<file path="config.mk">
export PLATFORM = sky130hd
export DESIGN_NAME = acq_capture_flat
export DESIGN_NICKNAME = d
export VERILOG_FILES = /design/src/rtl/acq_pkg.sv /design/src/rtl/acq_capture_if.sv /design/src/rtl/acq_decim.sv /design/src/rtl/acq_capture.sv /design/src/flat_wrapper.sv
export SDC_FILE = /design/constraint.sdc
export NUM_CORES = 1
export LEC_CHECK = 0
export CAP_MARGIN = 10
export CORE_MARGIN = 8
export CORE_UTILIZATION = 49
export DETAILED_ROUTE_END_ITERATION = 10
export PLACE_DENSITY = 0.89
export SLEW_MARGIN = 20
export SYNTH_ARGS = -nofsm -noshare
export SYNTH_HDL_FRONTEND = slang
export SYNTH_SLANG_ARGS = --single-unit
</file>
<file path="constraint.sdc">
create_clock -name clk -period 7.8 [get_ports clk]
set_input_delay 1.56 -clock clk [delete_from_list [all_inputs] [get_ports clk]]
set_output_delay 1.56 -clock clk [all_outputs]
set_load 0.05 [all_outputs]
</file>
<file path="src/rtl/acq_pkg.sv">
// Shared types for the triggered ADC capture engine.
package acq_pkg;

    typedef enum logic [1:0] {
        IDLE    = 2'd0,
        ARMED   = 2'd1,
        CAPTURE = 2'd2,
        DONE    = 2'd3
    } acq_state_e;

endpackage

</file>
<file path="src/rtl/acq_capture_if.sv">
// ADC stream input and BRAM write port of the capture engine, bundled as one bus.
interface acq_capture_if #(
    parameter int DATA_WIDTH = 64,
    parameter int ADDR_WIDTH = 12
) ();

    logic                  s_tvalid;
    logic [DATA_WIDTH-1:0] s_tdata;
    logic                  s_tready;
    logic                  bram_we;
    logic [ADDR_WIDTH-1:0] bram_addr;
    logic [DATA_WIDTH-1:0] bram_din;

    // The master side produces the stream and observes the BRAM writes.
    modport master (
        output s_tvalid,
        output s_tdata,
        input  s_tready,
        input  bram_we,
        input  bram_addr,
        input  bram_din
    );

    modport slave (
        input  s_tvalid,
        input  s_tdata,
        output s_tready,
        output bram_we,
        output bram_addr,
        output bram_din
    );

endinterface

</file>
<file path="src/rtl/acq_decim.sv">
// Decimation counter: keep strobe is high on the first of every modulus+1 enabled beats.
module acq_decim #(
    parameter int DECIM_WIDTH = 8
) (
    input  logic                   clk,
    input  logic                   rst,
    input  logic                   load,
    input  logic [DECIM_WIDTH-1:0] modulus,
    input  logic                   enable,
    output logic                   keep
);

    localparam logic [DECIM_WIDTH-1:0] CNT_ONE = DECIM_WIDTH'(1);

    logic [DECIM_WIDTH-1:0] mod_q, mod_d;
    logic [DECIM_WIDTH-1:0] cnt_q, cnt_d;

    always_comb begin
        mod_d = mod_q;
        cnt_d = cnt_q;
        if (load) begin
            mod_d = modulus;
            cnt_d = '0;
        end else if (enable) begin
            cnt_d = (cnt_q == mod_q) ? '0 : cnt_q + CNT_ONE;
        end
    end

    always_ff @(posedge clk) begin
        if (rst) begin
            mod_q <= '0;
            cnt_q <= '0;
        end else begin
            mod_q <= mod_d;
            cnt_q <= cnt_d;
        end
    end

    assign keep = (cnt_q == '0);

endmodule

</file>
<file path="src/rtl/acq_capture.sv">
// Triggered capture engine: after arm and trigger, writes nsamp decimated stream beats to BRAM from address 0.
module acq_capture
    import acq_pkg::*;
#(
    parameter int DATA_WIDTH  = 64,
    parameter int ADDR_WIDTH  = 12,
    parameter int DECIM_WIDTH = 8
) (
    input  logic                   clk,
    input  logic                   rst,
    acq_capture_if.slave           bus,
    input  logic                   arm,
    input  logic                   trigger,
    input  logic                   abort,
    input  logic [DECIM_WIDTH-1:0] decim,
    input  logic [ADDR_WIDTH-1:0]  nsamp,
    output logic                   busy,
    output logic                   done,
    output logic                   gap
);

    localparam logic [ADDR_WIDTH-1:0] ADDR_ONE = ADDR_WIDTH'(1);

    acq_state_e state_q, state_d;

    logic                  s_tready_q, s_tready_d;
    logic                  bram_we_q, bram_we_d;
    logic [ADDR_WIDTH-1:0] bram_addr_q, bram_addr_d;
    logic [DATA_WIDTH-1:0] bram_din_q, bram_din_d;
    logic [ADDR_WIDTH-1:0] wr_addr_q, wr_addr_d;
    logic [ADDR_WIDTH-1:0] nsamp_q, nsamp_d;
    logic                  gap_q, gap_d;

    logic                  accept;
    logic                  in_capture;
    logic                  arm_ok;
    logic                  trig_ok;
    logic                  beat_step;
    logic                  keep;
    logic                  write_now;
    logic                  last_write;
    logic [ADDR_WIDTH-1:0] last_addr;

    assign accept     = bus.s_tvalid & s_tready_q;
    assign in_capture = (state_q == CAPTURE);
    assign arm_ok     = arm & ~abort & ((state_q == IDLE) | (state_q == DONE));
    assign trig_ok    = trigger & ~abort & (state_q == ARMED);
    assign beat_step  = in_capture & accept & ~abort;
    assign write_now  = beat_step & keep;

    // nsamp of zero wraps to all-ones here, giving the full 2^ADDR_WIDTH depth.
    assign last_addr  = nsamp_q - ADDR_ONE;
    assign last_write = write_now & (wr_addr_q == last_addr);

    acq_decim #(
        .DECIM_WIDTH(DECIM_WIDTH)
    ) u_decim (
        .clk    (clk),
        .rst    (rst),
        .load   (trig_ok),
        .modulus(decim),
        .enable (beat_step),
        .keep   (keep)
    );

    always_ff @(posedge clk) begin
        if (rst) begin
            state_q <= IDLE;
        end else begin
            state_q <= state_d;
        end
    end

    always_comb begin
        state_d = state_q;
        if (abort) begin
            state_d = IDLE;
        end else begin
            case (state_q)
                IDLE:    if (arm)        state_d = ARMED;
                ARMED:   if (trigger)    state_d = CAPTURE;
                CAPTURE: if (last_write) state_d = DONE;
                DONE:    if (arm)        state_d = ARMED;
                default:                 state_d = IDLE;
            endcase
        end
    end

    // Write port, address/length bookkeeping and the sticky gap flag.
    always_comb begin
        s_tready_d  = 1'b1;
        bram_we_d   = 1'b0;
        bram_addr_d = bram_addr_q;
        bram_din_d  = bram_din_q;
        wr_addr_d   = wr_addr_q;
        nsamp_d     = nsamp_q;
        gap_d       = gap_q;

        if (trig_ok) begin
            nsamp_d   = nsamp;
            wr_addr_d = '0;
        end

        if (write_now) begin
            bram_we_d   = 1'b1;
            bram_addr_d = wr_addr_q;
            bram_din_d  = bus.s_tdata;
            wr_addr_d   = wr_addr_q + ADDR_ONE;
        end

        if (arm_ok) begin
            gap_d = 1'b0;
        end else if (in_capture && !bus.s_tvalid) begin
            gap_d = 1'b1;
        end
    end

    always_ff @(posedge clk) begin
        if (rst) begin
            s_tready_q  <= 1'b0;
            bram_we_q   <= 1'b0;
            bram_addr_q <= '0;
            bram_din_q  <= '0;
            wr_addr_q   <= '0;
            nsamp_q     <= '0;
            gap_q       <= 1'b0;
        end else begin
            s_tready_q  <= s_tready_d;
            bram_we_q   <= bram_we_d;
            bram_addr_q <= bram_addr_d;
            bram_din_q  <= bram_din_d;
            wr_addr_q   <= wr_addr_d;
            nsamp_q     <= nsamp_d;
            gap_q       <= gap_d;
        end
    end

    always_comb begin
        busy = (state_q == ARMED) || (state_q == CAPTURE);
        done = (state_q == DONE);
    end

    assign bus.s_tready  = s_tready_q;
    assign bus.bram_we   = bram_we_q;
    assign bus.bram_addr = bram_addr_q;
    assign bus.bram_din  = bram_din_q;
    assign gap           = gap_q;

endmodule

</file>
<file path="src/flat_wrapper.sv">
// flat-port wrapper written by rule: the top's interface ports become plain ports
module acq_capture_flat import acq_pkg::*;
#(
    parameter int DATA_WIDTH  = 64,
    parameter int ADDR_WIDTH  = 12,
    parameter int DECIM_WIDTH = 8
)
  (clk, rst, arm, trigger, abort, decim, nsamp, busy, done, gap, bus_s_tvalid, bus_s_tdata, bus_s_tready, bus_bram_we, bus_bram_addr, bus_bram_din);
  acq_capture_if #(.DATA_WIDTH(DATA_WIDTH), .ADDR_WIDTH(ADDR_WIDTH)) bus_i ();
  input  logic clk;
  input  logic rst;
  input  logic arm;
  input  logic trigger;
  input  logic abort;
  input  logic [DECIM_WIDTH-1:0] decim;
  input  logic [ADDR_WIDTH-1:0] nsamp;
  output logic busy;
  output logic done;
  output logic gap;
  input wire logic [$bits(bus_i.s_tvalid)-1:0] bus_s_tvalid;
  input wire logic [$bits(bus_i.s_tdata)-1:0] bus_s_tdata;
  output wire logic [$bits(bus_i.s_tready)-1:0] bus_s_tready;
  output wire logic [$bits(bus_i.bram_we)-1:0] bus_bram_we;
  output wire logic [$bits(bus_i.bram_addr)-1:0] bus_bram_addr;
  output wire logic [$bits(bus_i.bram_din)-1:0] bus_bram_din;
  assign bus_i.s_tvalid = bus_s_tvalid;
  assign bus_i.s_tdata = bus_s_tdata;
  assign bus_s_tready = bus_i.s_tready;
  assign bus_bram_we = bus_i.bram_we;
  assign bus_bram_addr = bus_i.bram_addr;
  assign bus_bram_din = bus_i.bram_din;
  acq_capture #(.DATA_WIDTH(DATA_WIDTH), .ADDR_WIDTH(ADDR_WIDTH), .DECIM_WIDTH(DECIM_WIDTH)) u_core (.clk(clk), .rst(rst), .bus(bus_i), .arm(arm), .trigger(trigger), .abort(abort), .decim(decim), .nsamp(nsamp), .busy(busy), .done(done), .gap(gap));
endmodule
</file>
==> metrics.txt <==
# rows 37; Crit Path Class input port to register; antenna violations before repair 0; synthesized instance count 636; Final Slew Violations 0; layout cell share with drive strength beyond 1 0.0563; outcome complete, no violations; RSZ-0062 raised after global routing false; MaxCap Viol Count 0; die span in x between 100 and 150 um; Overflow after GRT 0; Least-Margin Pin Slew 0.992 ns; Int Pwr 1.15 mW; Net Sw Frac 0.241; global-route wire length before repair 24100 um; Synth Register Bits 121; die height approximately 120 um; VDD IR max 0.177 mV; fin util 0.726; Seq/Total Area, Yosys 0.485; Top Ports around 170; DR vias/cell 5.34; largest net degree at the start of global routing 112; DR WL/cell 16.3 um; setup bufs post-CTS 0; share of flip-flops with an asynchronous set or reset 0; post-cts resize count 0; DRT antenna net count 0; Worst Clk Skew 0.0105 ns; die area ~0.014 sq mm; Slew headroom 0.337; clock root cell clkbuf_8; post-DP HPWL around 10000 um; TritonCTS buffer count 17; Synth-to-Final Area Change 46.7%; clock slew seen by the registers of the worst setup and hold paths 0.06 ns; Final Hold Fails 0; required time worst endpoint 8.23 ns; CTS tree done; Main synth FF type dfxtp_1; total wire length 15300 um; diode count 0; footprint of the multi-input gates 0.00237 sq mm; IO Port Bufs 170; P_sw 0.366 mW; total track usage 0.224; crit share post-route 0.499; Flop pwr share 0.413; startpoint types input port; Critical Path AT between 4 and 5 ns; Max Freq around 260 MHz; vias in the first global route 5056; CTS Hold Bufs 0; Worst-Skew Late Latency 0.52 ns; Clock H-tree levels 4; cell area after synthesis 0.00499 sq mm; min Tclk post-route 3.89 ns; Combinational Power Share 0.076; TNS Setup 0 ns; Worst setup EP type register; Leak 2.58 nW; fill cell count between 700 and 800; Setup-failing EPs final 0; total number of yosys warnings 0; synthesized area per cell 7.85 sq um; drc violations 0; syn nets 733; CP max FO 83; number of enable flip-flop cells after synthesis 0; GPL Wtd Cong 0.863; core area between 0.01 and 0.015 sq mm; Clk pwr share 0.511; Vias 4995; register area 0.00242 sq mm; worst min path class register to register; unique cell type count in the Yosys netlist 45; Layout Nets 884; most common cell after layout, fill and taps aside nand2_1; commonest non-fill, non-tap cells in the layout nand2_1, clkdlybuf4s50_1, dfxtp_1; initial drt markers 429; drt pass-1 iters 5; initial core utilization 0.495; pwr dens ~210 mW/mm^2; Max Buffers Root-to-Sink 2; clock sink total 121
-- kinds of logic (layout without fill, tap and decap cells) --
kind of cell | after synthesis | in the layout | synth area share
flops | 121 | 121 | 0.485
mux | 1 | 1 | 0.00201
fa+ha+maj | 7 | 7 | 0.0175
simple gates | 281 | 281 | 0.246
xor+xnor | 26 | 26 | 0.0456
compound gates | 146 | 146 | 0.162
buf+inv | 54 | 218 | 0.0416
-- state kept, by name, indices dropped and copies added (netlist names), 2 cells and up --
signal,count
u_core.bus.bram_din,64
u_core.u_decim.cnt_q,8
u_core.bus.bram_addr,12
u_core.wr_addr_q,12
u_core.state_q,2
u_core.u_decim.mod_q,8
u_core.nsamp_q,12
-- worst paths after layout --
check | start | endpoint | slack, ns | cells past startpoint
worst max-delay path | abort | u_core.wr_addr_q[9]$_SDFFE_PP0P_ | 3.91 | 8
worst min-delay path | u_core.bus.bram_din[1]$_SDFFE_PP0P_ | u_core.bus.bram_din[1]$_SDFFE_PP0P_ | 0.45 | 2
worst max register to register | u_core.u_decim.cnt_q[1]$_SDFFE_PP0P_ | u_core.wr_addr_q[9]$_SDFFE_PP0P_ | 4.78 | 9
worst min register to register | u_core.bus.bram_din[1]$_SDFFE_PP0P_ | u_core.bus.bram_din[1]$_SDFFE_PP0P_ | 0.45 | 2
-- power groups by stage --
stage	logic (mW)	registers [mW]	clock network (mW)
after floorplan	0.0430	0.651	0
after global placement	0.112	0.642	0
after detailed placement	0.114	0.642	0
after CTS	0.115	0.629	0.785
after global routing	0.123	0.629	0.812
final	0.116	0.629	0.777
-- layout make-up --
type / count / share of cell area
repair buffers: 172 / 0.235
clock buffers: 18 / 0.0584
well taps: 136 / 0.0232
flip-flops and latches: 121 / 0.331
clock inverters: 14 / 0.0224
inverters: 14 / 0.00718
multi-input cells: 461 / 0.323
-- per-stage QoR --
| stage | instances | power, mW | instance area, sq um | hold WS (ns) | setup WS, ns |
|---|---|---|---|---|---|
| 2_1_floorplan | 636 | 0.694 | 4990 | 0.436 | 4.30 |
| 6_report | 936 | 1.52 | 7320 | 0.449 | 3.91 |
| 3_3_place_gp | 904 | 0.753 | 6730 | 0.436 | 3.55 |
| 3_5_place_dp | 904 | 0.756 | 6730 | 0.445 | 3.45 |
| 5_1_grt | 936 | 1.56 | 7320 | 0.466 | 3.78 |
| 4_1_cts | 936 | 1.53 | 7320 | 0.453 | 3.93 |
-- worst max-delay path, cell delays in order --
cell and delay, ns:
clkdlybuf4s50_1 0.44, nand4b_1 0.37, or3_2 0.54, buf_4 0.38, nor3_1 0.28, nand3_1 0.20
or3_1 0.38, a21oi_1 0.15
-- routing by layer --
metal  share of wire  global-route usage  wire length [um]
met3           0.086              0.0852              1320
met1            0.38               0.239              5790
met2            0.50               0.380              7650
met5               0                   0                 0
met4           0.035               0.113               539
-- Yosys cell counts (3+ instances only) --
| master | count | area [sq um] |
|---|---|---|
| nand2_1 | 211 | 792 |
| a21oi_1 | 111 | 556 |
| o211ai_1 | 4 | 30.0 |
| nor4_1 | 3 | 18.8 |
| a211oi_1 | 3 | 22.5 |
| dfxtp_1 | 121 | 2420 |
| inv_1 | 14 | 52.6 |
| a31oi_1 | 4 | 25.0 |
| a311oi_1 | 5 | 43.8 |
| clkbuf_1 | 38 | 143 |
| nor3_1 | 8 | 40.0 |
| xnor2_1 | 8 | 70.1 |
| nand3b_1 | 3 | 22.5 |
| ha_1 | 7 | 87.6 |
| o21ai_0 | 8 | 40.0 |
| or3_1 | 6 | 37.5 |
| nand4_1 | 7 | 43.8 |
| nor2_1 | 16 | 60.1 |
| nand3_1 | 10 | 50.1 |
| xor2_1 | 18 | 158 |
| and3_1 | 4 | 25.0 |
Power figures use the tool's default switching activity.
